File: src/rtl/sp_sub_pkg.sv
// Shared types and defaults for the shared-subtractor arbiter.
// The tag field is sized for the largest supported requester count (8).
package sp_sub_pkg;

    localparam int unsigned DEF_N_REQ   = 4;
    localparam int unsigned DEF_WIDTH   = 16;
    localparam int unsigned DEF_LATENCY = 2;
    localparam int unsigned TAG_W       = 3;

    typedef struct packed {
        logic             valid;
        logic [TAG_W-1:0] tag;
        logic             borrow;
    } pipe_entry_t;

endpackage

File: src/rtl/rr_arbiter.sv
// Round-robin arbiter: grants the first active requester at or after the pointer,
// wrapping modulo N. Purely combinational so it can front any shared unit.
module rr_arbiter #(
    parameter  int unsigned N     = 4,
    localparam int unsigned IDX_W = (N > 1) ? $clog2(N) : 1
) (
    input  logic [N-1:0]     i_req,
    input  logic [IDX_W-1:0] i_ptr,
    output logic [N-1:0]     o_grant,
    output logic [IDX_W-1:0] o_grant_idx,
    output logic             o_any
);

    function automatic int unsigned wrap_idx(input int unsigned p, input int unsigned k);
        int unsigned s;
        s = p + k;
        return (s >= N) ? (s - N) : s;
    endfunction

    // Scan from the farthest offset down so the closest active requester wins.
    always_comb begin
        o_grant     = '0;
        o_grant_idx = '0;
        o_any       = 1'b0;
        for (int k = int'(N) - 1; k >= 0; k--) begin
            if (i_req[wrap_idx(32'(i_ptr), unsigned'(k))]) begin
                o_grant     = N'(1) << wrap_idx(32'(i_ptr), unsigned'(k));
                o_grant_idx = IDX_W'(wrap_idx(32'(i_ptr), unsigned'(k)));
                o_any       = 1'b1;
            end
        end
    end

endmodule

File: src/rtl/sp_sub_arbiter.sv
// Shares one free-running pipelined subtractor among N_REQ requesters; a tag
// pipeline matched to the unit latency routes each result back to its owner.
module sp_sub_arbiter
    import sp_sub_pkg::*;
#(
    parameter int unsigned N_REQ   = DEF_N_REQ,
    parameter int unsigned WIDTH   = DEF_WIDTH,
    parameter int unsigned LATENCY = DEF_LATENCY
) (
    input  logic                   clk,
    input  logic                   rst_n,
    input  logic [N_REQ-1:0]       req_valid,
    input  logic [N_REQ*WIDTH-1:0] req_a,
    input  logic [N_REQ*WIDTH-1:0] req_b,
    output logic [N_REQ-1:0]       req_ready,
    output logic                   sub_ce,
    output logic [WIDTH-1:0]       sub_a,
    output logic [WIDTH-1:0]       sub_b,
    input  logic [WIDTH-1:0]       sub_s,
    output logic [N_REQ-1:0]       resp_valid,
    output logic [WIDTH-1:0]       resp_data,
    output logic                   resp_borrow,
    output logic                   busy
);

    localparam int unsigned IDX_W = (N_REQ > 1) ? $clog2(N_REQ) : 1;

    logic [IDX_W-1:0] r_ptr;
    logic [N_REQ-1:0] w_grant;
    logic [IDX_W-1:0] w_grant_idx;
    logic             w_any;
    logic [WIDTH-1:0] w_sel_a;
    logic [WIDTH-1:0] w_sel_b;
    logic             w_busy_nxt;
    pipe_entry_t      w_entry;
    pipe_entry_t      r_pipe [0:LATENCY];
    logic [WIDTH-1:0] r_a;
    logic [WIDTH-1:0] r_b;
    logic             r_ce;
    logic [N_REQ-1:0] r_resp_valid;
    logic [WIDTH-1:0] r_resp_data;
    logic             r_resp_borrow;
    logic             r_busy;

    rr_arbiter #(.N(N_REQ)) u_arb (
        .i_req       (req_valid),
        .i_ptr       (r_ptr),
        .o_grant     (w_grant),
        .o_grant_idx (w_grant_idx),
        .o_any       (w_any)
    );

    assign req_ready   = w_grant;
    assign sub_ce      = r_ce;
    assign sub_a       = r_a;
    assign sub_b       = r_b;
    assign resp_valid  = r_resp_valid;
    assign resp_data   = r_resp_data;
    assign resp_borrow = r_resp_borrow;
    assign busy        = r_busy;

    // Operand mux and the issue-stage entry for the granted requester.
    always_comb begin
        w_sel_a        = req_a[32'(w_grant_idx) * WIDTH +: WIDTH];
        w_sel_b        = req_b[32'(w_grant_idx) * WIDTH +: WIDTH];
        w_entry.valid  = w_any;
        w_entry.tag    = TAG_W'(w_grant_idx);
        w_entry.borrow = (w_sel_a < w_sel_b);
    end

    // Busy is registered: it is the OR of the valid bits the pipeline holds next.
    always_comb begin
        w_busy_nxt = w_any;
        for (int unsigned i = 0; i < LATENCY; i++) begin
            w_busy_nxt = w_busy_nxt | r_pipe[i].valid;
        end
    end

    always_ff @(posedge clk or negedge rst_n) begin
        if (!rst_n) begin
            r_ptr         <= '0;
            r_a           <= '0;
            r_b           <= '0;
            r_ce          <= 1'b0;
            r_resp_valid  <= '0;
            r_resp_data   <= '0;
            r_resp_borrow <= 1'b0;
            r_busy        <= 1'b0;
            for (int unsigned i = 0; i <= LATENCY; i++) begin
                r_pipe[i] <= '0;
            end
        end else begin
            r_ce <= 1'b1;
            if (w_any) begin
                r_a   <= w_sel_a;
                r_b   <= w_sel_b;
                r_ptr <= (w_grant_idx == IDX_W'(N_REQ - 1)) ? '0 : w_grant_idx + IDX_W'(1);
            end
            r_pipe[0] <= w_entry;
            for (int unsigned i = 1; i <= LATENCY; i++) begin
                r_pipe[i] <= r_pipe[i-1];
            end
            r_resp_valid  <= r_pipe[LATENCY].valid ? (N_REQ'(1) << r_pipe[LATENCY].tag) : '0;
            r_resp_data   <= sub_s;
            r_resp_borrow <= r_pipe[LATENCY].borrow;
            r_busy        <= w_busy_nxt;
        end
    end

endmodule

File: config.mk
export PLATFORM = sky130hd
export DESIGN_NAME = sp_sub_arbiter
export DESIGN_NICKNAME = d
export VERILOG_FILES = /design/src/rtl/sp_sub_pkg.sv /design/src/rtl/rr_arbiter.sv /design/src/rtl/sp_sub_arbiter.sv
export SDC_FILE = /design/constraint.sdc
export NUM_CORES = 1
export LEC_CHECK = 0
export ABC_AREA = 1
export CAP_MARGIN = 40
export CORE_ASPECT_RATIO = 0.9
export CORE_UTILIZATION = 39
export DETAILED_ROUTE_END_ITERATION = 8
export GPL_TIMING_DRIVEN = 0
export PLACE_DENSITY = 0.81
export SLEW_MARGIN = 0
export SYNTH_ARGS = -nofsm -noshare
export SYNTH_HDL_FRONTEND = slang
export SYNTH_SLANG_ARGS = --single-unit
File: constraint.sdc
create_clock -name clk -period 5.8 [get_ports clk]
set_input_delay 0.58 -clock clk [delete_from_list [all_inputs] [get_ports clk]]
set_output_delay 0.58 -clock clk [all_outputs]
set_load 0.01 [all_outputs]
==> out/metrics.yaml, run 1 <==
placement:
  io_buffers: 208
  pre_cts_ws_ps: 1990
  place_congestion: 0.860
  hpwl_mm: 11.5
  place_area_um2: 6280
power:
  p_leak_nw: 2.94
  p_per_area_nw_per_um2: 778
  total_power_mw: 5.16
  peakVddDrop_mv: 0.365
drt:
  vias_per_cell: 5.28
  drtIter0Drc: 282
  drc: 0
  final_antenna_net_count: 0
  first_pass_iters: 6
  post_drt_wl_per_cell_um: 17.5
  num_vias: 4426
  wl_mm: 14.7
sta:
  tightest_slew_ps: 853
  slew_violations: 0
  fin_ws_ps: 1910
  setup_violations: 0
  setup-tns-final_ps: 0
  skew_ps: 5.78
  fmax_mhz: 257
  period_share_pct: 67.0
  hold_viol_final: 0
  period_needed_ps: 3890
  slew_headroom_pct: 43.1
  rsz0062_at_grt: "no"
synthesis:
  yosys_warnings: 0
  netlist_instances: 489
  avgSynthCellArea_um2: 8.26
  syn_area_um2: 4040
  ys_seq_elements: 69
  synth_fp_nets: 662
  synth_cell_type_count: 36
  ys_seq_area_share_pct: 42.7
floorplan:
  die_height_um: 98.6
  rows: 34
  start_util_pct: 40.9
  coreArea_um2: 9870
  ios: 209
  die_area_um2: 10800
  die_w_um: 109
setup_path:
  path_buf_inv: 3
  crit_arrival_ps: 4150
  path_delay_family: "compound AO/OA/AOI/OAI gates"
  regToRegSetupSlack_ps: 1910
  worstRegToRegCells: 18
  cp_max_fo: 10
  timing.rr.end: "r_pipe[10]"
  reg2reg_from: "r_ptr[1]"
  startpoint_type: "flop"
  cp.required_ps: 6070
  worstSetupEndpointType: "flop"
  worstPathCellList: "inv_1, ha_1, inv_1, nand3_2, nand2_4, nor2_1, nand2_1, nand2_1, a21oi_2, buf_2, o21ai_0, o22ai_1, ha_1, a21oi_1, nor2_1, a211oi_1, o221ai_1, a21oi_2"
  setup.worst_path.class: "flop to flop"
  critPathSlowestCell: "dfrtp_1"
  cpPeakStageDelay_ps: 540
finish:
  drive_gt1_share_pct: 10.5
  nets: 881
  area_growth_pct: 64.0
  utilization_pct: 67.1
  fill_cells: 793
  num_antenna_cells: 0
  fin_area_um2: 6630
clock_network:
  h-tree-depth: 3
  cts_tree: "done"
  cts_buffers: 9
  cts_root_buffer: "clkbuf_16"
  postCtsSetupRepairBufs: 0
  ctsResizeCount: 0
  cts_hold_buf: 0
  clock_latency_ps: 330
  clock_sink_count: 69
  clkTransAtPathRegs_ps: 60
  clockBufferDepth: 2
worst_hold_path:
  hold_path.startpoint: "r_pipe[6]"
  hp-class: "flop to flop"
  whs_path_depth: 0
  hold_end: "r_pipe[1]"
global_routing:
  gr-usage-all-layers_pct: 27.1
  grt_pass1_vias: 4435
  grt_pass1_wl_mm: 22.0
  gr-total-overflow: 0
  grt_start_max_net_pins: 70
  grt_antenna_before_repair: 0
status:
  outcome: "finished clean"
run:
  maxCapViolCount: 0
[per-layer routing]
layer,global-route usage [%],routed length [µm],vias to the layer above
li1,-,-,2071
met1,32.2,5820,2113
met2,48.3,7360,226
met3,6.55,1330,16
met4,7.38,204,0
met5,0,0,-
[layout by cell type (no fill, tap or decap), types with 12 or more instances in the layout]
cell and instances:
o22ai_1 14, clkdlybuf4s50_1 207, ha_1 23, nor2_1 38, a21oi_1 25, inv_1 22
nand2_1 153, o21ai_0 28, nand3_1 12, dfrtp_1 69, a32o_1 15
[stage by stage]
step	hold slack [ps]	std cells
finish	344	839
global route	347	839
CTS	346	839
detailed placement	335	823
global placement	332	823
floorplan	284	489
[synth_stat cells]
library cell	n	area [µm²]
o21ai_0	28	140
dfrtp_1	69	1730
inv_1	22	82.6
and2_2	1	7.51
a22oi_1	1	7.51
nand4_1	1	6.26
nor3_1	5	25.0
nand2_2	6	37.5
a211oi_1	2	15.0
ha_1	23	288
conb_1	1	3.75
buf_1	1	3.75
clkbuf_1	5	18.8
nand3_2	3	30.0
buf_4	2	15.0
buf_8	1	15.0
buf_6	5	56.3
o21ai_1	8	40.0
clkinv_4	2	17.5
nor2_1	38	143
buf_2	11	55.1
o21ai_2	11	96.3
nand3_1	12	60.1
a32oi_2	2	32.5
a31oi_1	3	18.8
o221ai_1	1	8.76
inv_2	3	11.3
nand3b_1	2	15.0
a21oi_2	2	17.5
nand2_1	153	574
a21oi_1	25	125
o22ai_1	14	87.6
nand2_4	8	90.1
a32oi_1	1	8.76
clkbuf_2	2	10.0
a32o_1	15	150
[cell type report]
cell class	instances	area [µm²]	area share, %
Clock buffer	11	243	3.66
Tap cell	126	158	2.38
Multi-Input combinational cell	366	2030	30.6
Inverter	27	111	1.68
Buffer	27	174	2.62
Sequential cell	69	1730	26.1
Timing Repair Buffer	208	2080	31.4
Clock inverter	5	106	1.60
[worst max-delay path by stage]
stage                       from          to  slack [ps]  depth (start not counted)
CTS                     r_ptr[1]  r_pipe[10]        1960                         18
floorplan               r_ptr[1]  r_pipe[10]        2700                         19
detailed placement  req_valid[2]  r_pipe[10]        1990                         18
global route            r_ptr[1]  r_pipe[10]        1530                         18
global placement           rst_n    r_ptr[1]        1990                          1
finish                  r_ptr[1]  r_pipe[10]        1910                         18
[state kept, by name (all words and copies together) (netlist names)]
signal / count
resp_valid: 4
busy: 1
resp_borrow: 1
r_ptr: 2
sub_ce: 1
resp_data: 16
sub_b: 16
r_pipe: 12
sub_a: 16
[worst reg2reg max path, delay by kind of cell, from the launching register on]
family	cells	cell delay (ps)
DFF	1	540
buffers and inverters	3	660
and+or+nand+nor	6	470
AOI/OAI and AO/OA	7	1480
adders and majority gates	2	670
[report_power, final]
group	total (mW)	switching (mW)	leakage, nW	internal [mW]
Clock	0.633	0.200	0.166	0.433
Sequential	0.806	0.112	0.799	0.695
Combinational	3.72	2.23	1.97	1.49
[cell families after synthesis]
group	synth area share [%]
compound gates	18.5
fa+ha+maj	7.12
simple gates	24.5
other cells	0.0928
flops	42.7
buf+inv	7.06
Note: power is estimated with default switching activity, not from simulation.
==> run 2: changes to the inputs <==
CORE_UTILIZATION = 36   (was 39)
PLACE_DENSITY = 0.79   (was 0.81)
clock period = 3.55 ns   (was 5.8 ns; I/O delays follow)
==> run 2 against run 1 <==
Net effect: sequential power rose by 61%; non-clock buffer count rose by 4; maximum frequency rose by 15%; critical path type unchanged; largest cell class unchanged.
==> out/metrics.yaml, run 2 (synthesis results as in run 1) <==
global_routing:
  gr-usage-all-layers_pct: 24.3  # -2.8 points
  grt_pass1_vias: 4300  # -3.0%
  grt_start_max_net_pins: 70  # unchanged
  grt_pass1_wl_mm: 21.5  # -2.4%
  gr-total-overflow: 0  # unchanged
  grt_antenna_before_repair: 0  # unchanged
placement:
  hpwl_mm: 11.5  # +0.37%
  io_buffers: 208  # unchanged
  place_inst: 849  # +3.2%
  pre_cts_ws_ps: -209  # -2190 ps
  place_congestion: 0.857  # -0.34%
drt:
  num_vias: 4352  # -1.7%
  vias_per_cell: 5.01  # -5.1%
  drtIter0Drc: 174  # -38%
  met3_length_mm: 1.12  # -16%
  first_pass_iters: 5  # -1
  route.met2.wl_mm: 7.23  # -1.7%
  final_antenna_net_count: 0  # unchanged
  post_drt_wl_per_cell_um: 16.8  # -4.0%
  wl_mm: 14.6  # -0.60%
  drc: 0  # unchanged
  wl_met1_mm: 5.96  # +2.3%
  topRoutingLayerUsed: "met4"
setup_path:
  worstSetupEndpointType: "flop"
  endpoint: "r_pipe[10]"
  cp-startpoint: "r_ptr[0]"
  crit_arrival_ps: 3640  # -510 ps
  regToRegSetupSlack_ps: 160  # -1760 ps
  cp_max_fo: 10  # unchanged
  worstRegToRegCells: 20  # +2
  startpoint_type: "flop"
  cp.required_ps: 3800  # -2270 ps
  timing.rr.end: "r_pipe[10]"
  setup.worst_path.class: "flop to flop"
  reg2reg_from: "r_ptr[0]"
clock_network:
  cts_root_buffer: "clkbuf_16"
  clkTransAtPathRegs_ps: 60  # about the same
  cts_tree: "done"
  clock_latency_ps: 330  # about the same
  h-tree-depth: 3  # unchanged
  clock_sink_count: 69  # unchanged
  cts_hold_buf: 0  # unchanged
  clockBufferDepth: 2  # unchanged
  cts_buffers: 9  # unchanged
worst_hold_path:
  hp-class: "input port to async pin"
sta:
  fmax_mhz: 295  # +15%
  whs_ps: 141  # -203 ps
  slew_violations: 0  # unchanged
  period_share_pct: 95.6  # +29 points
  setup-tns-final_ps: 0  # unchanged
  period_needed_ps: 3390  # -493 ps
  skew_ps: 4.40  # -1.38 ps
  hold_viol_final: 0  # unchanged
  slew_headroom_pct: 43.0  # -0.15 points
  setup_violations: 0  # unchanged
  fin_ws_ps: 157  # -1760 ps
  tightest_slew_ps: 855  # +2.22 ps
  rsz0062_at_grt: "no"
floorplan:
  die_w_um: 114  # +4.0%
  rows: 36  # +5.9%
  ios: 209  # unchanged
  coreArea_um2: 10900  # +10%
  die_area_um2: 11700  # +8.2%
  die_height_um: 103  # +4.0%
  start_util_pct: 37.2  # -3.7 points
finish:
  fill_cells: 921  # +16%
  multi_input_area_um2: 2040  # +0.80%
  area_growth_pct: 66.0
  num_antenna_cells: 0  # unchanged
  nets: 885  # +0.45%
  layout_commonest_cell: "clkdlybuf4s50_1"
  mostFrequentLayoutCells: "clkdlybuf4s50_1 (207), nand2_1 (152), dfrtp_1 (67)"
  final_cells: 869  # +3.6%
  drive_gt1_share_pct: 11.9  # +1.3 points
  ff_latch_area_um2: 1730  # +0.14%
power:
  p_leak_nw: 2.95  # +0.61%
  total_power_mw: 8.43  # +63%
  peakVddDrop_mv: 0.531  # +45%
  p_per_area_nw_per_um2: 1260  # +61%
run:
  maxCapViolCount: 0  # unchanged
status:
  outcome: "finished clean"
## run 2: cell count changes in the layout (fill, tap and decap cells not counted), moves of 2 or more
cell | previous run | this run
dfrtp_1 | 69 | 67
buf_2 | 11 | 7
dfrtp_2 | 0 | 2
clkbuf_4 | 0 | 3
inv_4 | 0 | 2
buf_4 | 3 | 8
## run 2: cell type report
cell class	instances	area share (%)
flip-flops and latches	69	25.8
clock buffers	10	3.56
well taps	152	2.84
plain buffers	27	2.74
repair buffers	212	31.5
clock inverters	6	1.40
multi-input cells	366	30.5
inverters	27	1.74
## run 2: metal layers
layer,vias to the layer above,track usage (%)
li1,2086,-
met1,2053,28.7
met2,191,43.3
met3,22,5.64
met4,0,9.01
met5,-,0
## run 2: how the worst min path moves through the flow
stage	slack [ps]	to	depth (start not counted)
global route	220	resp_data[12]	1
global placement	330	r_pipe[6]	0
detailed placement	340	r_pipe[1]	0
CTS	180	resp_data[12]	1
finish	140	resp_data[6]	1
floorplan	60	busy	0
## run 2: power by group
part           switching, mW  total [mW]  internal, mW
combinational           3.64        6.14          2.50
clock                  0.347       0.987         0.640
sequential             0.160        1.30          1.14
total                   4.15        8.43          4.28
## run 2: critical path, stage by stage, from the launching register on
cell and delay, ps:
dfrtp_2 430, inv_4 100, ha_1 280, inv_1 120, nand3_2 120, nand2_4 110, clkinv_4 90, nand2_4 80
nand2_4 50, nand2_4 80, nand2_4 80, inv_2 110, buf_2 240, nand2_1 90, a32o_1 280, ha_1 340
a21oi_1 150, nor2_1 60, a211oi_1 210, o221ai_1 170, a21oi_2 130
## run 2: repair_timing
action                                  CTS  global route
endpoints found under the setup margin    1             1
setup buffers                             0             4
gates resized for setup                   5             7
## run 2: per-stage QoR
step | util [%] | area, µm²
finish | 61.8 | 6710
global route | 61.8 | 6710
CTS | 61.3 | 6660
detailed placement | 58.1 | 6310
global placement | 58.1 | 6310
floorplan | - | 4040
==> run 3: changes to the inputs <==
CORE_MARGIN = 2   (was unset)
PLACE_DENSITY = 0.8   (was 0.79)
SYNTH_HIERARCHICAL = 1   (was unset)
==> run 3 against run 2 <==
Net effect: hold slack better by 5.5 ps; maximum frequency is 1.1% higher; worst setup slack improved by 39 ps; wire length decreased by 2.2%; area after synthesis down 3.1%; sequential share of layout area rose by 0.19 points; design area down 0.73%; clock skew barely moved; via count rose by 1.4%; combinational power up 5.7%; critical endpoint unchanged.
==> out/metrics.yaml, run 3 <==
power:
  total_power_mw: 8.80  # +4.4%
  internal_power_mw: 4.52  # +5.6%
  switching_power_mw: 4.28  # +3.1%
  switching_share_pct: 48.6  # -0.60 points
  p_leak_nw: 2.97  # +0.68%
  power_frac_seq_pct: 14.8  # -0.6 points
  p_per_area_nw_per_um2: 1320  # +5.1%
  power_frac_clock_pct: 11.4  # -0.3 points
  p_comb_share_pct: 73.8  # +0.9 points
  peakVddDrop_mv: 0.715  # +35%
floorplan:
  coreArea_um2: 10700  # -1.2%
  die_height_um: 103  # +0.42%
  die_area_um2: 11700  # +0.65%
  start_util_pct: 36.5  # -0.70 points
  rows: 36  # unchanged
  ios: 209  # unchanged
  die_w_um: 114  # +0.23%
synthesis:
  synthTopCellsByCount: "nand2_1 (157), dfrtp_1 (69), nor2_1 (40), o21ai_0 (33), a21oi_1 (25)"
  ys.flop_type: "dfrtp_1"
  ys_seq_elements: 69  # unchanged
  yosysMostFrequentCell: "nand2_1"
  avgSynthCellArea_um2: 7.96  # -3.7%
  netlist_instances: 492  # +0.61%
  ys_seq_area_share_pct: 44.1  # +1.4 points
  yosys_warnings: 6  # +6
  synth_enable_flop_cells: 0  # unchanged
  syn_area_um2: 3920  # -3.1%
  synth_area_leaders: "dfrtp_1 (44%), nand2_1 (15%), ha_1 (7.7%)"
  synth_fp_nets: 666  # +0.60%
  synth_cell_type_count: 33  # -8.3%
  async_reset_ff_share_pct: 100  # unchanged
  synth_area_leader_cell: "dfrtp_1"
  netlist.area_leader.share_pct: 44.1  # +1.4 points
clock_network:
  clock_latency_ps: 320  # about the same
  cts_buffers: 9  # unchanged
  cts_hold_buf: 0  # unchanged
  clockBufferDepth: 2  # unchanged
  h-tree-depth: 3  # unchanged
  clock_sink_count: 69  # unchanged
  cts_root_buffer: "clkbuf_16"
  clkTransAtPathRegs_ps: 60  # about the same
  cts_tree: "done"
finish:
  nets: 895  # +1.1%
  layout_commonest_cell: "clkdlybuf4s50_1"
  area_growth_pct: 70.1
  mostFrequentLayoutCells: "clkdlybuf4s50_1 (207), nand2_1 (157), dfrtp_1 (67)"
  num_antenna_cells: 0  # unchanged
  drive_gt1_share_pct: 9.93  # -1.9 points
placement:
  pre_cts_ws_ps: -638  # -429 ps
  hpwl_mm: 11.0  # -4.1%
  place_congestion: 0.921  # +7.4%
  io_buffers: 208  # unchanged
setup_path:
  crit_top_cell: "inv_2"
  worstPathCellList: "inv_2, ha_4, inv_1, nand3_1, nand2_4, inv_2, a21oi_1, o21ai_2, inv_2, buf_2, nor2_1, o22ai_2, ha_1, a21oi_1, o21a_1, o221ai_1, a21oi_2"
  startpoint_type: "flop"
  cp-startpoint: "r_ptr[1]"
  cp_max_fo: 10  # unchanged
  critPathSlowestCell: "dfrtp_2"
  crit_arrival_ps: 3610  # -30 ps
  worstRegToRegCells: 17  # -15%
  regToRegSetupSlack_ps: 200  # +40 ps
  setup.worst_path.class: "flop to flop"
  reg2reg_from: "r_ptr[1]"
  cp.required_ps: 3800  # about the same
  worstSetupEndpointType: "flop"
  cpPeakStageDelay_ps: 450  # +20 ps
  endpoint: "r_pipe[10]"
  timing.rr.end: "r_pipe[10]"
drt:
  final_antenna_net_count: 0  # unchanged
  post_drt_wl_per_cell_um: 16.7  # -0.91%
  drc: 0  # unchanged
  vias_per_cell: 5.15  # +2.7%
  wl_mm: 14.3  # -2.2%
  num_vias: 4415  # +1.4%
  first_pass_iters: 5  # unchanged
  drtIter0Drc: 262  # +51%
sta:
  setup_violations: 0  # unchanged
  slew_headroom_pct: 42.6  # -0.37 points
  skew_ps: 4.58  # +0.178 ps
  slew_violations: 0  # unchanged
  period_needed_ps: 3350  # -38.6 ps
  fin_ws_ps: 195  # +38.6 ps
  hold_viol_final: 0  # unchanged
  rsz0062_at_grt: "no"
  period_share_pct: 94.5  # -1.1 points
  fmax_mhz: 298  # +1.1%
  tightest_slew_ps: 860  # +5.49 ps
  setup-tns-final_ps: 0  # unchanged
global_routing:
  grt_pass1_vias: 4241  # -1.4%
  grt_antenna_before_repair: 0  # unchanged
  grt_pass1_wl_mm: 21.4  # -0.26%
  gr-usage-all-layers_pct: 23.6  # -0.65 points
  grt_start_max_net_pins: 70  # unchanged
  gr-total-overflow: 0  # unchanged
run:
  maxCapViolCount: 0  # unchanged
worst_hold_path:
  hp-class: "input port to async pin"
status:
  outcome: "finished clean"
[run 3: layer usage]
metal  global-route usage, %  vias to the layer above  share of wire, %
met5                       0                        -                 0
met1                    29.4                     2042                41
met3                    6.11                       26               8.2
met2                    40.7                      254                48
met4                    7.22                        0               2.0
li1                        -                     2093                 -
[run 3: worst max-delay path, delay by kind of cell, from the launching register on]
kind                     cells  cell delay, ps
AO/OA/AOI/OAI                7            1200
adder cells (fa/ha/maj)      2             520
buffers and inverters        5             740
flip-flops                   1             450
AND/OR/NAND/NOR              3             380
[run 3: kinds of logic (layout without fill, tap and decap cells)]
kind of cell | Yosys count | after routing | share of synthesized area [%]
compound gates | 110 | 110 | 16.9
buf+inv | 56 | 289 | 7.09
other cells | 1 | 1 | 0.0958
simple gates | 232 | 232 | 24.2
fa+ha+maj | 24 | 24 | 7.67
flops | 69 | 69 | 44.1
[run 3: final cells by class]
| class | count | area [µm²] |
|---|---|---|
| Buffer | 27 | 188 |
| Clock buffer | 9 | 225 |
| Timing Repair Buffer | 218 | 2150 |
| Fill cell | 956 | 4060 |
| Inverter | 29 | 114 |
| Sequential cell | 69 | 1730 |
| Tap cell | 133 | 166 |
| Multi-Input combinational cell | 367 | 1970 |
| Clock inverter | 6 | 113 |
[run 3: worst min path at each step]
stage	from	end	cells past startpoint
after global routing	rst_n	resp_data[13]	1
after CTS	rst_n	resp_data[14]	1
after floorplan	rst_n	busy	0
after global placement	r_pipe[7]	r_pipe[2]	0
after detailed placement	r_pipe[5]	r_pipe[0]	0
final	rst_n	resp_data[9]	1
[run 3: metrics by stage]
step                util (%)  hold slack (ps)  cell area, µm²  cells
floorplan                  -             59.4            3920    492
global placement        57.5              333            6160    833
detailed placement      57.5              340            6160    833
CTS                     61.0              172            6540    849
global route            62.1              226            6660    858
finish                  62.1              146            6660    858
[run 3: power groups by stage]
stage | Sequential, mW | Combinational (mW) | Clock, mW
2_1_floorplan | 1.41 | 3.77 | 0
4_1_cts | 1.31 | 6.17 | 1.02
3_3_place_gp | 1.32 | 5.81 | 0
3_5_place_dp | 1.33 | 6.03 | 0
6_report | 1.31 | 6.49 | 1.00
5_1_grt | 1.34 | 7.21 | 1.06
[run 3: timing repair]
action	4_1_cts	5_1_grt
resized for setup	12	17
buffers inserted	1	9
setup endpoints to repair	3	1
pin swaps	0	2
